==> src/rtl/pc_fetch_unit.sv <==
// pc_fetch_unit
// Instruction-fetch stage of the MIPS pipeline. Owns the program counter,
// drives the synchronous program-memory read port and presents the fetched
// instruction (plus its opcode and address) to the stall control block.
//
// Ports:
//   clk          rising-edge clock
//   reset        asynchronous active-high clear of all state
//   stall        freezes the PC and suppresses new memory reads
//   stall_pm     registered stall; holds the currently presented instruction
//   jump_en      redirect request from decode
//   jump_addr    redirect target
//   pm_addr      program-memory read address (the PC)
//   pm_rd_en     program-memory read enable
//   pm_rdata     read data, valid one cycle after pm_rd_en
//   instr        instruction presented downstream (0 = NOP when none)
//   op           top six bits of instr
//   instr_pc     address of the presented instruction
//   instr_valid  instr is a real fetched instruction
//   halted       an HLT instruction has retired; fetch is parked until reset
module pc_fetch_unit #(
  parameter int PC_W     = 16,
  parameter int INSTR_W  = 32,
  parameter int RESET_PC = 0
) (
  input  logic               clk,
  input  logic               reset,
  input  logic               stall,
  input  logic               stall_pm,
  input  logic               jump_en,
  input  logic [PC_W-1:0]    jump_addr,
  output logic [PC_W-1:0]    pm_addr,
  output logic               pm_rd_en,
  input  logic [INSTR_W-1:0] pm_rdata,
  output logic [INSTR_W-1:0] instr,
  output logic [5:0]         op,
  output logic [PC_W-1:0]    instr_pc,
  output logic               instr_valid,
  output logic               halted
);

  localparam logic [1:0] ST_PRIME = 2'd0;
  localparam logic [1:0] ST_RUN   = 2'd1;
  localparam logic [1:0] ST_HALT  = 2'd2;

  localparam logic [5:0]      OP_HLT     = 6'b010001;
  localparam logic [PC_W-1:0] RESET_PC_V = PC_W'(RESET_PC);
  localparam logic [PC_W-1:0] PC_ONE     = PC_W'(1);

  logic [1:0]         state_q, state_d;
  logic [PC_W-1:0]    pc_q, pc_d;
  logic               rd_q, rd_d;
  logic [PC_W-1:0]    req_pc_q, req_pc_d;
  logic [INSTR_W-1:0] instr_hold_q, instr_hold_d;
  logic [PC_W-1:0]    hold_pc_q, hold_pc_d;
  logic               valid_hold_q, valid_hold_d;
  logic               halted_q, halted_d;

  logic               rd_en_s;
  logic [INSTR_W-1:0] instr_s;
  logic [PC_W-1:0]    instr_pc_s;
  logic               instr_valid_s;
  logic               hlt_s;

  // Read enable: PRIME always issues the first fetch, RUN fetches unless stalled.
  always_comb begin
    rd_en_s = 1'b0;
    case (state_q)
      ST_PRIME: rd_en_s = 1'b1;
      ST_RUN:   rd_en_s = ~stall;
      default:  rd_en_s = 1'b0;
    endcase
  end

  // Presentation mux. Once parked, only a NOP is shown; the HLT itself was
  // presented in the detection cycle while still in RUN.
  always_comb begin
    instr_s       = '0;
    instr_pc_s    = '0;
    instr_valid_s = 1'b0;
    if (state_q == ST_HALT) begin
      instr_s       = '0;
      instr_pc_s    = '0;
      instr_valid_s = 1'b0;
    end else if (stall_pm) begin
      instr_s       = instr_hold_q;
      instr_pc_s    = hold_pc_q;
      instr_valid_s = valid_hold_q;
    end else if (rd_q) begin
      instr_s       = pm_rdata;
      instr_pc_s    = req_pc_q;
      instr_valid_s = 1'b1;
    end else begin
      instr_s       = '0;
      instr_pc_s    = req_pc_q;
      instr_valid_s = 1'b0;
    end
  end

  // HLT is only recognised on a freshly presented, real instruction.
  always_comb begin
    hlt_s = (state_q == ST_RUN) && instr_valid_s && !stall_pm &&
            (instr_s[INSTR_W-1:INSTR_W-6] == OP_HLT);
  end

  // Next-state / next-PC. HLT outranks a jump; a jump outranks stall.
  always_comb begin
    state_d  = state_q;
    pc_d     = pc_q;
    halted_d = halted_q;
    case (state_q)
      ST_PRIME: begin
        state_d = ST_RUN;
        pc_d    = RESET_PC_V + PC_ONE;
      end
      ST_RUN: begin
        if (hlt_s) begin
          state_d  = ST_HALT;
          halted_d = 1'b1;
        end else if (jump_en) begin
          pc_d = jump_addr;
        end else if (stall) begin
          pc_d = pc_q;
        end else begin
          pc_d = pc_q + PC_ONE;
        end
      end
      ST_HALT: begin
        state_d  = ST_HALT;
        halted_d = 1'b1;
      end
      default: begin
        state_d = ST_PRIME;
        pc_d    = RESET_PC_V;
      end
    endcase
  end

  // Read pipeline and hold registers for the registered-stall path.
  always_comb begin
    rd_d     = rd_en_s;
    req_pc_d = rd_en_s ? pc_q : req_pc_q;
    if (!stall_pm) begin
      instr_hold_d = instr_s;
      hold_pc_d    = instr_pc_s;
      valid_hold_d = instr_valid_s;
    end else begin
      instr_hold_d = instr_hold_q;
      hold_pc_d    = hold_pc_q;
      valid_hold_d = valid_hold_q;
    end
  end

  // State registers with asynchronous clear.
  always_ff @(posedge clk or posedge reset) begin
    if (reset) begin
      state_q      <= ST_PRIME;
      pc_q         <= RESET_PC_V;
      rd_q         <= 1'b0;
      req_pc_q     <= '0;
      instr_hold_q <= '0;
      hold_pc_q    <= '0;
      valid_hold_q <= 1'b0;
      halted_q     <= 1'b0;
    end else begin
      state_q      <= state_d;
      pc_q         <= pc_d;
      rd_q         <= rd_d;
      req_pc_q     <= req_pc_d;
      instr_hold_q <= instr_hold_d;
      hold_pc_q    <= hold_pc_d;
      valid_hold_q <= valid_hold_d;
      halted_q     <= halted_d;
    end
  end

  assign pm_addr     = pc_q;
  assign pm_rd_en    = rd_en_s;
  assign instr       = instr_s;
  assign op          = instr_s[INSTR_W-1:INSTR_W-6];
  assign instr_pc    = instr_pc_s;
  assign instr_valid = instr_valid_s;
  assign halted      = halted_q;

endmodule

==> config.mk <==
export PLATFORM = sky130hd
export DESIGN_NAME = pc_fetch_unit
export DESIGN_NICKNAME = d
export VERILOG_FILES = /design/src/rtl/pc_fetch_unit.sv
export SDC_FILE = /design/constraint.sdc
export NUM_CORES = 1
export LEC_CHECK = 0
export CORE_MARGIN = 3
export CORE_UTILIZATION = 53
export CTS_BUF_LIST = sky130_fd_sc_hd__clkbuf_4
export CTS_CLUSTER_DIAMETER = 120
export CTS_CLUSTER_SIZE = 40
export DETAILED_ROUTE_END_ITERATION = 12
export PLACE_DENSITY = 0.95
export SETUP_SLACK_MARGIN = 0.1
export SLEW_MARGIN = 0
export SYNTH_ARGS = -nofsm -noshare
export SYNTH_HDL_FRONTEND = slang
export SYNTH_SLANG_ARGS = --single-unit
==> constraint.sdc <==
create_clock -name clk -period 6.65 [get_ports clk]
set_clock_uncertainty 0.1 [all_clocks]
set_input_delay 0.665 -clock clk [delete_from_list [all_inputs] [get_ports clk]]
set_output_delay 0.665 -clock clk [all_outputs]
set_load 0.005 [all_outputs]
### Yosys cells after proc, flatten, opt, wreduce, memory -nomap -nowiden

Index checks and enable logic that the tools add are counted.

* bits in registers: 85
* bits in latches: 0
* RAM bits: 0
* bits in read-only memories: 0
* bits of input ports: 53
* memories kept: 0

* add/sub/neg operators: 1
* $mul: 0
* divide/modulo/power cells: 0
* order comparisons: 0
* eq/ne operators: 6
* shift operators: 0
* muxes and demuxes: 17
* bitwise gates (word level): 2
* reduce and logical (&&, ||, !) cells: 8

Operators with widths (count)
* $mux W32: 3
* $mux W16: 5
* $pmux W16 S3: 1
* $add A16 B1 Y16 const B: 1
* $eq A6 B5 Y1 const B: 1
* $pmux W2 S3: 1
* $mux W1: 4
* $ne A2 B2 Y1 const B: 2
* $pmux W1 S2: 2
* $logic_and A1 B1 Y1: 3
* $ne A3 B3 Y1 const B: 1
* $reduce_and A3 Y1: 1
* $eq A2 B1 Y1 const B: 1
* $eq A2 B2 Y1 const B: 1
* $logic_not A2 Y1: 1
* $mux W2: 1
* $not A1 Y1: 2
* $reduce_and A2 Y1: 1
* $reduce_bool A2 Y1: 1
* $logic_not A1 Y1: 1

### Logic depth before layout (Yosys ltp)

* word-level depth: 8
* depth in mapped cells: 9

### Worst setup path after synthesis

OpenSTA, ideal clock, no wires.

* kind: in2out
* start point: in stall_pm
* end point: out op[4]
* arrival time: 1.725 ns
* slack: 4.160 ns
* cell stages on the path: 6
* path buffers: 4
* cells stage by stage: buf_4 -> buf_2 -> clkbuf_1 -> nand2_1 -> a21oi_1 -> buf_4

* word-level cells in the longest chain between the ends: 2

RTL lines
* start: declaration: RTL line 29 `input logic stall_pm,`
* $mux W32: RTL line 85 `end else if (stall_pm) begin`
* $mux W32: RTL line 81 `if (state_q == ST_HALT) begin`
* end: declaration: RTL line 36 `output logic [5:0] op,`

Every way passes these cells.

### Worst setup path after layout

* start point: in stall_pm
* end point: out op[2]

The elaborated chain is that of the path after synthesis.

==> summary.txt <==
Status
  • Status: complete, no violations

Placement
  • Placer Congestion: 0.944
  • Port Buffers: 125
  • Hpwl dp: 7750 µm

Global route
  • First-pass GRT wire length: ~17000 µm
  • Initial antenna violation count: 0
  • Global Route Usage Sum: 0.221
  • Vias in the first global route: around 3.6k
  • Largest net degree at the start of global routing: 101
  • GRT overflow: 0

Power and ir drop
  • Internal: 1.08 mW
  • PwrDens: 303 mW/mm²
  • NetSw: 0.641 mW
  • Clock power share: 0.134
  • Flop pwr share: 0.430
  • Leak: around 2.4 nW
  • Gate power share: 0.435
  • Net Sw Frac: 0.373
  • Peak supply drop: roughly 0.23 mV

Floorplanning
  • CORE AREA: approximately 0.0079 mm²
  • Initial core utilization: 0.556
  • Die X: 97.0 µm
  • DIE HEIGHT: 97.0 µm
  • IO Pins: 126
  • Die footprint: 0.00940 mm²
  • Row Count: 32

CTS
  • Clock latency on the worst-skew pair: 0.40 ns
  • Post-CTS Setup Bufs: 0
  • CTS sink cnt: 85
  • H-tree depth: 3
  • CTS Root Cell: clkbuf_4
  • CTS Buf Count: 9
  • CTS max path bufs: 2
  • CTS tree: yes
  • Hold-fix buffers, CTS: 0
  • Clock slew seen by the registers of the worst setup and hold paths: 0.11 ns
  • PostCTS Resize Cnt: 0

Critical path
  • Slowest Stage Delay on Critical Path: 1.04 ns
  • WP data required: 5.88 ns
  • Max FO, Critical Path: 100
  • Setup Crit Path Kind: in2out
  • Worst r2r dst: pm_addr[7]
  • WP data arrival: 3.11 ns
  • CP startpoint kind: input port
  • Origin of the critical flop-to-flop path: rd_q
  • Crit end category: output pin
  • Slowest CP cell: nor2b_2
  • Worst R2R Setup Slack: 3.46 ns
  • Worst Reg2Reg Path Length in Cells: 5
  • CP startpoint: stall_pm
  • Crit path max-delay family: simple AND/OR/NAND/NOR gates
  • Number of buffers and inverters on the critical path: 2
  • Crit path cell chain: buf_4, nor2b_2, nand2_1, a21oi_1, clkdlybuf4s50_1

Synth
  • Synth Instances: 458
  • Mean Syn Cell Area: 9.58 µm²
  • Unique cell type count in the Yosys netlist: 45
  • Ys flop type: dfrtp_1
  • Sequential fraction of the synthesis area: 0.485
  • Syn nets: 516
  • Yosys warns: 0
  • Synth async-reset ratio: 1.00
  • Number of flops mapped to enable cells by yosys: 0
  • Post-synthesis cell area: 0.00439 mm²
  • Seq cells post-synth: 85

Job
  • Max-cap check violation count: 0

Routing
  • Drt drc: 0
  • Total wire length: ~11000 µm
  • Iteration count of the initial detailed-routing pass: 5
  • Vias post-DR: 3886
  • Wire per inst: 16.2 µm
  • DR iter-0 viols: 256
  • DR vias/cell: 5.88
  • Antenna Nets Post-Route: 0

Min path
  • Hold Path Cell Cnt: 2
  • Min-Delay Endpoint: instr_hold_q[10]
  • Worst hold start: instr_hold_q[10]
  • Hold Path Class: reg2reg

Layout
  • Share of layout cells above drive strength 1: 0.0859
  • Diode count: 0
  • Final core occ: 0.720
  • Synthesis-to-finish area growth: 29.5%
  • Number of nets in the layout: between 600 and 700

Timing
  • Fmax: 258 MHz
  • Slew Limit Fails: 0
  • Final Hold Vio Count: 0
  • Final Critical Period: 3.87 ns
  • Max_slew headroom: 0.200
  • Final number of setup-violating endpoints: 0
  • Setup TNS: 0 ns
  • Final period util: 0.582
  • Unrepaired setup endpoints after global routing: false
  • Least-Margin Pin Slew: approximately 1.2 ns
state kept, by name, summed over array words and instances, names as in the netlist:
signal,flops
hold_pc_q,16
pm_addr,16
state_q,2
valid_hold_q,1
req_pc_q,16
halted,1
instr_hold_q,32
rd_q,1
cells by family after synthesis:
| group | after synthesis | share of synthesized area |
|---|---|---|
| compound gates | 138 | 0.207 |
| xor+xnor | 1 | 0.00200 |
| fa+ha+maj | 5 | 0.0143 |
| buf+inv | 53 | 0.0562 |
| flops | 85 | 0.485 |
| mux | 34 | 0.0824 |
| simple gates | 142 | 0.153 |
layout make-up:
class                           instances  area (µm²)
Clock inverter                          6        31.3
Timing Repair Buffer                  127        1260
Tap cell                              102         128
Inverter                               12        46.3
Fill cell                             554        2210
Sequential cell                        85        2130
Multi-Input combinational cell        320        2020
Clock buffer                            9        67.6
layout by cell type (no fill, tap or decap), types with 3 or more instances in the layout:
| cell type | n |
|---|---|
| a21oi_1 | 38 |
| a22o_1 | 20 |
| a22oi_1 | 6 |
| a31oi_1 | 4 |
| buf_4 | 3 |
| clkbuf_4 | 9 |
| clkdlybuf4s50_1 | 124 |
| clkinv_1 | 4 |
| dfrtp_1 | 85 |
| ha_1 | 4 |
| inv_1 | 10 |
| mux2_2 | 17 |
| mux2i_1 | 17 |
| nand2_1 | 75 |
| nand3_1 | 3 |
| nand4_1 | 3 |
| nor2_1 | 32 |
| nor3_1 | 6 |
| nor4_1 | 7 |
| o21ai_0 | 19 |
| o21ai_1 | 11 |
| o31ai_1 | 27 |
per-stage QoR:
step	std cells	worst slack, ns	total power, mW	cell area [µm²]	hold WS [ns]
2_1_floorplan	458	3.69	1.17	4390	0.347
3_3_place_gp	646	2.89	1.46	5580	0.359
3_5_place_dp	646	2.73	1.50	5580	0.366
4_1_cts	661	2.77	1.72	5680	0.393
5_1_grt	661	2.58	1.82	5680	0.414
6_report	661	2.78	1.72	5680	0.393
how the worst max path moves through the flow:
stage	to	slack (ns)	depth (start not counted)
global placement	instr[9]	2.89	5
global route	instr[14]	2.58	5
finish	op[2]	2.78	5
CTS	op[2]	2.77	5
detailed placement	pm_addr[4]	2.73	6
floorplan	halted	3.69	1
metal layers:
layer,vias to the layer above,global-route usage,part of all wire
met2,204,0.357,0.48
met4,0,0.0745,0.015
met5,-,0,0
met1,1836,0.302,0.43
li1,1829,-,-
met3,17,0.0425,0.076
Yosys cell counts (2+ instances only):
| library cell | number | area share |
|---|---|---|
| clkbuf_1 | 17 | 0.015 |
| nor4_4 | 2 | 0.0097 |
| o21ai_2 | 2 | 0.0040 |
| a211o_1 | 2 | 0.0040 |
| or2_1 | 2 | 0.0029 |
| nand4_1 | 3 | 0.0043 |
| nand2b_1 | 2 | 0.0029 |
| buf_1 | 4 | 0.0034 |
| a32oi_1 | 2 | 0.0040 |
| o21ai_1 | 11 | 0.013 |
| ha_1 | 5 | 0.014 |
| nand3_2 | 2 | 0.0046 |
| a22oi_1 | 6 | 0.010 |
| nand2_1 | 75 | 0.064 |
| mux2i_1 | 17 | 0.039 |
| buf_2 | 11 | 0.013 |
| buf_4 | 9 | 0.015 |
| a22o_1 | 20 | 0.040 |
| nor2b_1 | 2 | 0.0029 |
| nor3_1 | 6 | 0.0068 |
| a31oi_1 | 4 | 0.0057 |
| nor4_1 | 7 | 0.010 |
| o21ai_0 | 19 | 0.022 |
| a21oi_1 | 38 | 0.043 |
| inv_1 | 11 | 0.0094 |
| mux2_2 | 17 | 0.044 |
| nand3_1 | 3 | 0.0034 |
| o31ai_1 | 27 | 0.046 |
| nor2_1 | 32 | 0.027 |
| dfrtp_1 | 85 | 0.48 |
power by group through the flow:
stage               sequential (mW)  clock (mW)  combinational, mW
finish                        0.740       0.231              0.749
global route                  0.755       0.258              0.811
global placement              0.736           0              0.719
CTS                           0.738       0.235              0.750
floorplan                     0.715           0              0.455
detailed placement            0.748           0              0.748
worst min-delay path, delay by kind of cell, from the launching register on:
kind,cells,cell delay [ns]
simple gates,1,0.06
flops,1,0.34
compound gates,1,0.07
(Power assumes the default switching activity.)
